<file path="config.mk">
export PLATFORM = sky130hd
export DESIGN_NAME = vid_timing_monitor
export DESIGN_NICKNAME = d
export VERILOG_FILES = /design/src/rtl/vid_timing_pkg.sv /design/src/rtl/vid_period_counter.sv /design/src/rtl/vid_timing_monitor.sv
export SDC_FILE = /design/constraint.sdc
export NUM_CORES = 1
export LEC_CHECK = 0
export BUFFER_PORTS_ARGS = -buffer_cell sky130_fd_sc_hd__buf_2
export CAP_MARGIN = 40
export CORE_AREA = 2 2 64 66
export CTS_CLUSTER_SIZE = 30
export DETAILED_ROUTE_END_ITERATION = 16
export DIE_AREA = 0 0 66 68
export MAX_ROUTING_LAYER = met4
export PLACE_DENSITY = 0.87
export SYNTH_ARGS = -nofsm -noshare
export SYNTH_HDL_FRONTEND = slang
export SYNTH_HIERARCHICAL = 1
export SYNTH_SLANG_ARGS = --single-unit
</file>
<file path="constraint.sdc">
create_clock -name clk -period 2.2 [get_ports clk]
set_clock_uncertainty 0.05 [all_clocks]
set_input_delay 0.22 -clock clk [delete_from_list [all_inputs] [get_ports clk]]
set_output_delay 0.22 -clock clk [all_outputs]
set_load 0.03 [all_outputs]
</file>
<file path="src/rtl/vid_timing_pkg.sv">
// rtl/vid_timing_pkg.sv - shared types, widths and helpers for the video timing monitor
package vid_timing_pkg;

    typedef enum logic [1:0] {
        IDLE   = 2'd0,
        ACQ    = 2'd1,
        LOCKED = 2'd2
    } vtm_state_t;

    localparam int ERR_W = 16;

    function automatic logic [ERR_W-1:0] sat_inc(input logic [ERR_W-1:0] v);
        return (v == {ERR_W{1'b1}}) ? v : v + 1'b1;
    endfunction

endpackage

</file>
<file path="src/rtl/vid_period_counter.sv">
// rtl/vid_period_counter.sv - edge-restarted saturating counter with a latch of the closed period
module vid_period_counter #(
    parameter int W            = 8,
    parameter bit INC_ON_CLOSE = 1'b0
) (
    input  logic         clk,
    input  logic         rstn,
    input  logic         restart,
    input  logic         inc,
    output logic [W-1:0] latched
);

    logic [W-1:0] count;
    logic [W-1:0] count_inc;

    assign count_inc = (count == {W{1'b1}}) ? count : count + 1'b1;

    // INC_ON_CLOSE: an increment coinciding with restart belongs to the period
    // being closed; otherwise it is the first event of the new period.
    always_ff @(posedge clk or negedge rstn) begin
        if (!rstn) begin
            count   <= '0;
            latched <= '0;
        end else if (restart) begin
            if (INC_ON_CLOSE) begin
                latched <= inc ? count_inc : count;
                count   <= '0;
            end else begin
                latched <= count;
                count   <= {{(W-1){1'b0}}, inc};
            end
        end else if (inc) begin
            count <= count_inc;
        end
    end

endmodule

</file>
<file path="src/rtl/vid_timing_monitor.sv">
// rtl/vid_timing_monitor.sv - raster measurement, per-frame compare and lock FSM for the pixel-clock video path
module vid_timing_monitor
    import vid_timing_pkg::*;
#(
    parameter int H_ACTIVE    = -1,
    parameter int H_FRAME     = -1,
    parameter int V_ACTIVE    = -1,
    parameter int V_FRAME     = -1,
    parameter int SYNC_POL    = 1,
    parameter int LOCK_FRAMES = 2,
    localparam int HW         = (H_FRAME > 0) ? $clog2(H_FRAME + 1) : 1,
    localparam int VW         = (V_FRAME > 0) ? $clog2(V_FRAME + 1) : 1
) (
    input  logic             clk,
    input  logic             rstn,
    input  logic             in_hsync,
    input  logic             in_vsync,
    input  logic             in_vde,
    input  logic             clr_err,
    output logic             out_locked,
    output logic             out_frame_ok,
    output logic             out_frame_err,
    output logic [ERR_W-1:0] out_err_cnt,
    output logic [HW-1:0]    out_meas_h_total,
    output logic [HW-1:0]    out_meas_h_active,
    output logic [VW-1:0]    out_meas_v_total,
    output logic [VW-1:0]    out_meas_v_active,
    output logic [1:0]       out_state
);

    localparam logic POL         = ((SYNC_POL & 1) != 0);
    localparam int   TIMEOUT     = (H_FRAME > 0 && V_FRAME > 0) ? 2 * H_FRAME * V_FRAME : 2;
    localparam int   TW          = $clog2(TIMEOUT + 1);
    localparam int   GW          = (LOCK_FRAMES > 0) ? $clog2(LOCK_FRAMES + 1) : 1;

    localparam logic [HW-1:0] H_FRAME_C  = HW'(H_FRAME);
    localparam logic [HW-1:0] H_ACTIVE_C = HW'(H_ACTIVE);
    localparam logic [VW-1:0] V_FRAME_C  = VW'(V_FRAME);
    localparam logic [VW-1:0] V_ACTIVE_C = VW'(V_ACTIVE);
    localparam logic [TW-1:0] TMO_LAST   = TW'(TIMEOUT - 1);
    localparam logic [GW-1:0] LOCK_LAST  = GW'(LOCK_FRAMES - 1);

    logic hs_r, vs_r, vde_r, hs_d, vs_d;
    logic h_edge, v_edge, v_edge_d;
    logic line_vde;
    logic frame_good;
    logic timeout_hit;
    logic err_event;

    vtm_state_t  state;
    logic [GW-1:0] good_cnt;
    logic [TW-1:0] tmo_cnt;

    always_ff @(posedge clk or negedge rstn) begin
        if (!rstn) begin
            hs_r  <= 1'b0;
            vs_r  <= 1'b0;
            vde_r <= 1'b0;
            hs_d  <= 1'b0;
            vs_d  <= 1'b0;
        end else begin
            hs_r  <= in_hsync ~^ POL;
            vs_r  <= in_vsync ~^ POL;
            vde_r <= in_vde;
            hs_d  <= hs_r;
            vs_d  <= vs_r;
        end
    end

    assign h_edge = hs_r & ~hs_d;
    assign v_edge = vs_r & ~vs_d;

    // VDE seen on the edge cycle itself belongs to the line that edge opens.
    always_ff @(posedge clk or negedge rstn) begin
        if (!rstn) begin
            line_vde <= 1'b0;
        end else if (h_edge) begin
            line_vde <= vde_r;
        end else if (vde_r) begin
            line_vde <= 1'b1;
        end
    end

    vid_period_counter #(.W(HW), .INC_ON_CLOSE(1'b0)) u_h_total (
        .clk     (clk),
        .rstn    (rstn),
        .restart (h_edge),
        .inc     (1'b1),
        .latched (out_meas_h_total)
    );

    vid_period_counter #(.W(HW), .INC_ON_CLOSE(1'b0)) u_h_active (
        .clk     (clk),
        .rstn    (rstn),
        .restart (h_edge),
        .inc     (vde_r),
        .latched (out_meas_h_active)
    );

    vid_period_counter #(.W(VW), .INC_ON_CLOSE(1'b1)) u_v_total (
        .clk     (clk),
        .rstn    (rstn),
        .restart (v_edge),
        .inc     (h_edge),
        .latched (out_meas_v_total)
    );

    vid_period_counter #(.W(VW), .INC_ON_CLOSE(1'b1)) u_v_active (
        .clk     (clk),
        .rstn    (rstn),
        .restart (v_edge),
        .inc     (h_edge & line_vde),
        .latched (out_meas_v_active)
    );

    assign frame_good  = (out_meas_h_total  == H_FRAME_C)  &&
                         (out_meas_h_active == H_ACTIVE_C) &&
                         (out_meas_v_total  == V_FRAME_C)  &&
                         (out_meas_v_active == V_ACTIVE_C);
    assign timeout_hit = (state != IDLE) && (tmo_cnt == TMO_LAST) && !v_edge;
    assign err_event   = timeout_hit || (v_edge_d && (state != IDLE) && !frame_good);

    always_ff @(posedge clk or negedge rstn) begin
        if (!rstn) begin
            v_edge_d <= 1'b0;
            tmo_cnt  <= '0;
        end else begin
            v_edge_d <= v_edge;
            if (v_edge || state == IDLE) begin
                tmo_cnt <= '0;
            end else if (tmo_cnt != {TW{1'b1}}) begin
                tmo_cnt <= tmo_cnt + 1'b1;
            end
        end
    end

    // Measurements settle one cycle after the v edge; decisions land one cycle later.
    always_ff @(posedge clk or negedge rstn) begin
        if (!rstn) begin
            state         <= IDLE;
            good_cnt      <= '0;
            out_locked    <= 1'b0;
            out_frame_ok  <= 1'b0;
            out_frame_err <= 1'b0;
        end else begin
            out_frame_ok  <= 1'b0;
            out_frame_err <= 1'b0;
            if (timeout_hit) begin
                state         <= IDLE;
                good_cnt      <= '0;
                out_locked    <= 1'b0;
                out_frame_err <= 1'b1;
            end else if (v_edge_d) begin
                case (state)
                    IDLE: begin
                        state    <= ACQ;
                        good_cnt <= '0;
                    end
                    ACQ: begin
                        if (frame_good) begin
                            out_frame_ok <= 1'b1;
                            good_cnt     <= good_cnt + 1'b1;
                            if (good_cnt == LOCK_LAST) begin
                                state      <= LOCKED;
                                out_locked <= 1'b1;
                            end
                        end else begin
                            out_frame_err <= 1'b1;
                            good_cnt      <= '0;
                        end
                    end
                    LOCKED: begin
                        if (frame_good) begin
                            out_frame_ok <= 1'b1;
                        end else begin
                            out_frame_err <= 1'b1;
                            state         <= ACQ;
                            good_cnt      <= '0;
                            out_locked    <= 1'b0;
                        end
                    end
                    default: begin
                        state      <= IDLE;
                        good_cnt   <= '0;
                        out_locked <= 1'b0;
                    end
                endcase
            end
        end
    end

    always_ff @(posedge clk or negedge rstn) begin
        if (!rstn) begin
            out_err_cnt <= '0;
        end else if (clr_err) begin
            out_err_cnt <= '0;
        end else if (err_event) begin
            out_err_cnt <= sat_inc(out_err_cnt);
        end
    end

    assign out_state = state;

endmodule

</file>
== Yosys cells after proc, flatten, opt, wreduce, memory -nomap -nowiden ==
Index checks and enable logic that the tools add are counted.

* Bits in registers: 40
* Input port bits: 6
* Output and inout port bits: 25

* Add/subtract/negate cells: 7
* Equality and inequality tests: 11
* Mux-type cells: 43
* Bitwise operators: 5
* Reductions and logical operators: 22

{| class="wikitable"
|+ Operators with widths
! operator !! count
|-
| 16-bit 2-to-1 mux || 3
|-
| 1-bit 2-to-1 mux || 26
|-
| 2-bit 2-to-1 mux || 11
|-
| 16-bit by 1-bit adder with 16-bit output (second input constant) || 1
|-
| 16-bit equality test (second input constant) || 1
|-
| 2-bit nonzero test || 5
|-
| 3-bit != test (second input constant) || 3
|-
| 1-bit logical AND || 7
|-
| 2-bit by 1-bit equality test with 1-bit output (second input constant) || 3
|-
| 2-bit != test (second input constant) || 3
|-
| 2-bit one-hot mux with 3 select lines || 1
|-
| 5-bit AND reduction || 1
|-
| 1-bit adder (second input constant) || 4
|-
| 2-bit by 1-bit adder with 2-bit output (second input constant) || 2
|-
| 2-bit one-hot mux with 2 select lines || 1
|-
| 2-bit AND reduction || 2
|-
| 4-bit AND reduction || 1
|-
| 1-bit AND || 3
|-
| 1-bit one-hot mux with 3 select lines || 1
|-
| 2-bit equality test (second input constant) || 1
|-
| 1-bit logical NOT || 2
|-
| 2-bit logical NOT || 1
|-
| 1-bit logical OR || 2
|-
| 1-bit inverter || 2
|-
| 2-bit OR reduction || 1
|}

== Logic depth before layout (Yosys ltp) ==
Gate-level depths: netlist of run 1.

* Depth after elaboration: 8
* Mapped depth: 8

== Modules after synthesis ==
Netlist of run 1, hierarchy kept.

{| class="wikitable"
|+ By module, submodules not included
! module !! times used !! cells an instance !! area each (µm²) !! seq. area each (µm²)
|-
| vid_timing_monitor || 1 || 175 || 1786.7 || 800.8
|-
| vid_period_counter (u_h_active ...) || 2 || 5 || 76.3 || 50.0
|-
| vid_period_counter (u_v_active ...) || 2 || 6 || 66.3 || 50.0
|}

== Worst setup path after synthesis of run 1 ==
No wires, ideal clock.

* Kind: register -> register
* Start point: register state[0], in the netlist out_state[0]
* End point: register out_err_cnt[15]
* Library setup time: 0.125 ns
* Data arrival time: 2.028 ns
* Data required time: 2.025 ns
* Setup slack: -0.003 ns
* Cell stages (with the launch flop): 8
* Path buffers: 1
* Path through: dfrtp_1 > inv_1 > ha_1 > and2b_2 > a32oi_2 > buf_6 > nor4_1 > mux2_2

* Longest elaborated chain between the ends: 6

{| class="wikitable"
|+ RTL lines
! element !! line !! RTL
|-
| start, declared || vid_timing_monitor.sv:50 || <nowiki>vtm_state_t state;</nowiki>
|-
| start signal, assigned || vid_timing_monitor.sv:140 || <nowiki>state <= IDLE;</nowiki>
|-
| start signal, assigned || vid_timing_monitor.sv:149 || <nowiki>state <= IDLE;</nowiki>
|-
| start signal, assigned || vid_timing_monitor.sv:156 || <nowiki>state <= ACQ;</nowiki>
|-
| 2-bit nonzero test * || vid_timing_monitor.sv:120, vid_timing_monitor.sv:121 ||
|-
| 1-bit logical AND, on equally long branches (2 in series) || vid_timing_monitor.sv:120, vid_timing_monitor.sv:121 ||
|-
| 1-bit logical OR * || vid_timing_monitor.sv:121 || <nowiki>assign err_event = timeout_hit || (v_edge_d && (state != IDLE) && !frame_good);</nowiki>
|-
| 2-bit nonzero test (no line) * || -- ||
|-
| 2-bit AND reduction (no line) * || -- ||
|-
| end signal, assigned || vid_timing_monitor.sv:198 || <nowiki>out_err_cnt <= sat_inc(out_err_cnt);</nowiki>
|-
| end, declared || vid_timing_monitor.sv:23 || <nowiki>output logic [ERR_W-1:0] out_err_cnt,</nowiki>
|}

Every way passes the cells marked *; elsewhere a longest branch is shown, timed or not.
A chain may end at the register's enable or synchronous reset.

== Worst setup path in the final report of run 1 ==
Ends and elaborated chain as after synthesis.

==> results_dict.tcl, run 1 <==
set metrics [dict create \
    clock-sinks 40 \
    vias_in_the_first_global_route 1479 \
    power.share.clock_pct 31.6 \
    asyncSetResetFlopFracSynth_pct 100.0 \
    synth_warnings 6 \
    drive_above_1_share_pct 24.58 \
    cts_hold_buffers 4 \
    final-seq-area_um2 1002 \
    postSynthRegisterBits 40 \
    crit_fanout 28 \
    synth_cells 197 \
    ctsRootBufferMaster "clkbuf_8" \
    numCtsBuffers 5 \
    post-cts-setup-buffer-count 0 \
    combPwrFrac_pct 24.2 \
    tot_gr_track_use_pct 20.29 \
    share_seq_of_total_power_pct 44.1 \
    insertion_delay_ns 0.30 \
    numPortBuffers 30 \
    vias_per_cell 5.699 \
    worstPathArrival_ns 2.23 \
    drt_iter0_markers 75 \
    route.detailed.drc 0 \
    design_power_total_mw 1.951 \
    finish.net_count 249 \
    chipHeight_um 68 \
    final.period_utilization_pct 95.29 \
    ys_seq_area_share_pct 48.31 \
    switching_share_pct 32.31 \
    netlist_top_cells_count "40 x dfrtp_1, 18 x a21oi_1, 15 x nor2_1, 11 x inv_1, 10 x nand2_1" \
    die_area_um2 4488 \
    cts-htree-levels 2 \
    fillerInstances 312 \
    run_status "finished clean" \
    global_route.overflow_total 0 \
    gpl.final_weighted_congestion 0.8728 \
    routedWlPerCell_um 14.45 \
    max_cap_violations 0 \
    cts-resized-gates 0 \
    final-setup-viol-count 0 \
    slew_viol_final 0 \
    yosysTopAreaCellShare_pct 48.31 \
    grt_pass1_wl_um 6637 \
    detail-route-antenna-nets 0 \
    drt_first_pass_iters 4 \
    core_box_area_um2 3856 \
    worst_hold_path_type "primary input to flop" \
    clk_path_buf_depth 2 \
    fin_setup_tns_ns 0 \
    critical_path.slowest_cell "dfrtp_2" \
    num_vias 1630 \
    final-hold-violation-count 0 \
    synth.avg_cell_area_um2 10.52 \
    worstSetupPathType "flop to flop" \
    final.min_clock_period_ns 2.096 \
    cp_data_required_time_ns 2.34 \
    pwr_density_cell_nw_per_um2 810.5 \
    relSlewSlack_pct 62.68 \
    synth_enable_flop_cells 0 \
    synthDistinctLibCells 46 \
    synth_area_um2 2072 \
    row_count 23 \
    insertedDiodeCount 0 \
    kind_of_start_point_of_the_critical_path "flop" \
    initial_antenna_violation_count 0 \
    yosys_most_used_dff "dfrtp_1" \
    floorplan.initialDensity_pct 53.73 \
    end_kind "flop" \
    crit_path_max_incr_delay_ns 0.41 \
    num_io_pins 31 \
    synth_most_common_cell "dfrtp_1" \
    clock.fmax_mhz 477.0 \
    critical_path.cell_chain "inv_1, ha_1, and2b_2, a32oi_2, buf_12, nor4_1, mux2_2" \
    area_of_the_multi_input_gates_um2 938.4 \
    worst_setup_hold_path_clk_slew_ns 0.08 \
    ir_drop_v 0.0005843 \
    flow.area_growth_from_synthesis_pct 16.18 \
    die_w_um 66 \
    grt_start_max_net_pins 29 \
    power.leakage_nw 1.116 \
    routed_wl_um 4134 \
    synthTopCellsByArea "dfrtp_1 48%, ha_1 4.8%, a21oi_1 4.3%" \
    synth_top_cell_by_area "dfrtp_1" \
    p_switching_mw 0.6304 \
    worst_pin_slew_ns 0.5589 \
    tritoncts_clock_tree "built" \
    grt_setup_unrepaired "false" \
    placed_wire_length_estimate_after_detailed_placement_um 2844 \
    p_int_mw 1.321 \
    synth_fp_nets 211 \
]
[placed cells by master (no fill, tap or decap), types with 2 or more instances in the layout]
cell / instances
inv_1: 11
or3_1: 2
mux2_4: 2
a21o_1: 2
nor2_1: 15
nand3_1: 4
nor3_1: 7
buf_2: 30
and2_1: 2
ha_1: 8
nor2b_1: 5
o21a_1: 2
nand4_1: 7
o21ai_0: 6
mux2_2: 4
dfrtp_1: 39
and3_1: 3
a21oi_1: 18
clkbuf_8: 5
nand2_1: 10
dlygate4sd3_1: 4
and4_1: 3
or4_1: 9
buf_4: 5
o31ai_1: 8
[critical path, delay by kind of cell (launching register included)]
family / cells / cell delay (ns)
AO/OA/AOI/OAI: 1 / 0.06
adder cells (fa/ha/maj): 1 / 0.27
buffers and inverters: 2 / 0.25
flip-flops: 1 / 0.41
multiplexers: 1 / 0.37
AND/OR/NAND/NOR: 2 / 0.57
[flip-flops by register name, summed over array words and instances (netlist names), 2 cells and up]
signal and count:
tmo_cnt 2, good_cnt 2, out_state 2, out_err_cnt 16
[power groups by stage]
stage	Clock (mW)	Combinational [mW]	Sequential, mW
after CTS	0.623	0.475	0.861
final	0.617	0.473	0.861
after floorplan	0	0.269	0.942
after global placement	0	0.450	0.870
after detailed placement	0	0.466	0.876
after global routing	0.661	0.529	0.872
[kinds of logic (layout without fill, tap and decap cells)]
| group | Yosys count | after routing | synth area share [%] |
|---|---|---|---|
| AOI/OAI and AO/OA | 45 | 45 | 14.37 |
| DFF | 40 | 40 | 48.31 |
| xor gates and xnor gates | 1 | 1 | 0.4228 |
| and+or+nand+nor | 76 | 76 | 21.86 |
| other | 1 | 1 | 0.1810 |
| muxes | 6 | 6 | 3.623 |
| adders and majority gates | 8 | 8 | 4.831 |
| buffers and inverters | 20 | 59 | 6.401 |
[layer usage]
metal | vias to the layer above | share of wire (%) | GRT usage (%)
li1 | 792 | - | -
met1 | 786 | 45 | 24.92
met2 | 45 | 48 | 31.44
met3 | 7 | 5.0 | 5.757
met4 | 0 | 1.6 | 9.184
met5 | - | 0 | -
[path summary, 6_finish.rpt]
check                        startpoint              end  slack (ns)  depth (start not counted)
min                             clr_err   out_err_cnt[0]        0.28                          2
max                        out_state[0]  out_err_cnt[15]        0.10                          7
max in group asynchronous          rstn   out_err_cnt[3]        1.15                          3
max reg2reg                out_state[0]  out_err_cnt[15]        0.10                          7
min in group asynchronous          rstn  out_err_cnt[13]        0.39                          2
min reg2reg                        vs_r             vs_d        0.32                          0
[layout make-up]
type / instances / area share, %
Clock inverter: 3 / 1.923
Inverter: 11 / 1.715
Sequential cell: 40 / 41.63
Tap cell: 50 / 2.599
Multi-Input combinational cell: 137 / 38.98
Clock buffer: 5 / 2.859
Timing Repair Buffer: 40 / 10.29
[per-stage QoR]
step	hold slack, ns	util (%)	cells	instance area, µm²	setup slack, ns
floorplan	-0.1256	-	197	2073	0.01460
global placement	0.1843	58.40	274	2252	0.2114
detailed placement	0.1924	58.40	274	2252	0.1326
CTS	0.2788	62.43	286	2407	0.1029
global route	0.2956	62.43	286	2407	0.01749
finish	0.2794	62.43	286	2407	0.1037
(Power assumes the default switching activity.)
==> run 2, diff against run 1 <==
--- a/config.mk
+++ b/config.mk
@@ -5,15 +5,17 @@
 export SDC_FILE = /design/constraint.sdc
 export NUM_CORES = 1
 export LEC_CHECK = 0
+export ABC_AREA = 1
 export BUFFER_PORTS_ARGS = -buffer_cell sky130_fd_sc_hd__buf_2
 export CAP_MARGIN = 40
-export CORE_AREA = 2 2 64 66
+export CORE_AREA = 2 2 95 97
 export CTS_CLUSTER_SIZE = 30
 export DETAILED_ROUTE_END_ITERATION = 16
-export DIE_AREA = 0 0 66 68
+export DIE_AREA = 0 0 97 99
 export MAX_ROUTING_LAYER = met4
-export PLACE_DENSITY = 0.87
+export PLACE_DENSITY = 0.51
 export SYNTH_ARGS = -nofsm -noshare
 export SYNTH_HDL_FRONTEND = slang
 export SYNTH_HIERARCHICAL = 1
 export SYNTH_SLANG_ARGS = --single-unit
+export TNS_END_PERCENT = 20
==> results_dict.tcl, run 2 <==
set metrics [dict create \
    run_status "finished clean" \
    flow.area_growth_from_synthesis_pct 21.43 \
    routed_wl_um 4480 \
    synth_cells 269 \
    clk_path_buf_depth 2 \
    die_area_um2 9603 \
    synthTopCellsByArea "dfrtp_1 48%, nand2_1 14%, inv_1 6.3%" \
    final-setup-viol-count 0 \
    synth_warnings 6 \
    yosysTopAreaCellShare_pct 48.02 \
    fin_setup_tns_ns 0 \
    reg2reg_depth 11 \
    routedWlPerCell_um 10.67 \
    relSlewSlack_pct 65.72 \
    clock-sinks 40 \
    asyncSetResetFlopFracSynth_pct 100.0 \
    route.detailed.drc 0 \
    ir_drop_v 0.0002382 \
    worst_pin_slew_ns 0.5141 \
    grt_start_max_net_pins 41 \
    ys_seq_area_share_pct 48.02 \
    yosys_most_used_dff "dfrtp_1" \
    dpl.cell_count 408 \
    netlist_top_cells_count "76 x nand2_1, 40 x dfrtp_1, 35 x inv_1, 31 x nor2_1, 25 x nand3_1" \
    global_route.overflow_total 0 \
    vias_per_cell 4.231 \
    synth.avg_cell_area_um2 7.749 \
    final-hold-violation-count 0 \
    rr_endpoint "out_err_cnt[2]" \
    largest_reg_flops 16 \
    chipHeight_um 99 \
    finish.net_count 325 \
    drt_iter0_markers 77 \
    tritoncts_clock_tree "built" \
    slew_viol_final 0 \
    floorplan.initialDensity_pct 24.38 \
    crit_fanout 15 \
    tot_gr_track_use_pct 10.47 \
    clock.fmax_mhz 530.2 \
    final.period_utilization_pct 85.74 \
    pwr_density_cell_nw_per_um2 861.1 \
    whs_endpoint "out_err_cnt[7]" \
    layout.cells.most_common_list "76 x nand2_1, 40 x dfrtp_1, 35 x inv_1" \
    synth_most_common_cell "nand2_1" \
    holdCritStartpoint "clr_err" \
    synth_fp_nets 283 \
    drt_first_pass_iters 4 \
    synth_enable_flop_cells 0 \
    ctsRootBufferMaster "clkbuf_8" \
    insertion_delay_ns 0.29 \
    cts_hold_buffers 4 \
    placed_wire_length_estimate_after_detailed_placement_um 3347 \
    initial_antenna_violation_count 0 \
    core_box_area_um2 8551 \
    numCtsBuffers 5 \
    worstSetupPathType "flop to flop" \
    whs_path_depth 4 \
    synth_top_cell_by_area "dfrtp_1" \
    drive_above_1_share_pct 16.67 \
    synth_area_um2 2084 \
    post-cts-setup-buffer-count 0 \
    postSynthRegisterBits 40 \
    row_count 34 \
    design_power_total_mw 2.179 \
    final.min_clock_period_ns 1.886 \
    kind_of_start_point_of_the_critical_path "flop" \
    cp_data_required_time_ns 2.32 \
    grt_setup_unrepaired "false" \
    top_register "out_err_cnt" \
    cts-resized-gates 0 \
    layout_commonest_cell "nand2_1" \
    grt_pass1_wl_um 7983 \
    worst_hold_path_type "primary input to flop" \
    worstReg2RegStart "out_state[0]" \
    max_cap_violations 0 \
    numPortBuffers 30 \
    detail-route-antenna-nets 0 \
    layoutNonFillerInstCount 420 \
    num_vias 1777 \
    minimum_setup_slack_among_reg_to_reg_paths_ns 0.31 \
    vias_in_the_first_global_route 1680 \
    insertedDiodeCount 0 \
    num_io_pins 31 \
    gpl.final_weighted_congestion 0.8242 \
    cts-htree-levels 2 \
    end_kind "flop" \
    power.leakage_nw 1.275 \
    worstPathArrival_ns 2.01 \
    fillerInstances 935 \
    worst_setup_hold_path_clk_slew_ns 0.08 \
    die_w_um 97 \
    synthDistinctLibCells 24 \
]
[run 2: cell types whose count changed after synthesis, sizes merged, moves of 7 or more]
cell,delta
o31ai,-7
o21ai,+15
or4,-9
nor2,+18
nand3,+21
a21oi,-17
nand2,+69
inv,+26
[run 2: per-layer routing]
layer | share of wire, % | GRT usage [%] | vias to the layer above | routed length (µm)
li1 | - | - | 934 | -
met5 | 0 | - | - | 0
met2 | 45 | 16.24 | 30 | 2027
met3 | 2.7 | 1.986 | 4 | 121
met4 | 1.7 | 4.225 | 0 | 74
met1 | 50 | 13.52 | 809 | 2256
[run 2: power by group]
group | leakage, nW | internal [mW] | switching [mW]
Sequential | 0.515 | 0.832 | 0.0947
Combinational | 0.699 | 0.200 | 0.419
Clock | 0.0614 | 0.371 | 0.263
[run 2: final cells by class]
cell class	count	area (µm²)	area share (%)
Clock inverter	2	38.79	1.532
Clock buffer	6	82.58	3.262
Tap cell	108	135.1	5.339
Inverter	38	142.6	5.635
Multi-Input combinational cell	187	903.4	35.69
Sequential cell	40	1001	39.55
Timing Repair Buffer	39	227.7	8.997
[run 2: worst max-delay path by stage]
stage | start | endpoint | slack (ns)
6_report | out_state[0] | out_err_cnt[2] | 0.31
3_3_place_gp | out_state[0] | out_err_cnt[12] | 0.35
5_1_grt | out_state[1] | out_err_cnt[1] | 0.11
3_5_place_dp | out_state[0] | out_err_cnt[13] | 0.31
4_1_cts | out_state[0] | out_err_cnt[2] | 0.29
2_1_floorplan | out_state[0] | out_err_cnt[0] | 0.35
[run 2: cell families (layout without fill, tap and decap cells)]
family	after synthesis	in the layout	share of synthesized area, %
compound gates	26	26	6.663
xor+xnor	4	4	1.680
fa+ha+maj	8	8	4.802
buf+inv	42	85	8.643
flops	40	40	48.02
other cells	1	1	0.1799
simple gates	148	148	30.01
[run 2: worst max-delay path, cell delays in order, from the launching register on]
cell and delay [ns]:
dfrtp_1 0.43, inv_1 0.08, ha_1 0.24, inv_1 0.11
nand2_1 0.06, nor2_1 0.18, inv_1 0.14, nand3_1 0.12
nand2_2 0.06, buf_4 0.18, nand2_1 0.07, o21ai_1 0.06
[run 2: metrics by stage]
stage / util [%] / hold slack [ns] / cell area [µm²] / setup slack [ns]
4_1_cts: 29.60 / 0.1379 / 2531 / 0.2931
3_3_place_gp: 27.71 / 0.2728 / 2370 / 0.3509
5_1_grt: 29.60 / 0.1594 / 2531 / 0.1142
3_5_place_dp: 27.71 / 0.2730 / 2370 / 0.3066
6_report: 29.60 / 0.1501 / 2531 / 0.3137
2_1_floorplan: - / -0.1256 / 2085 / 0.3525
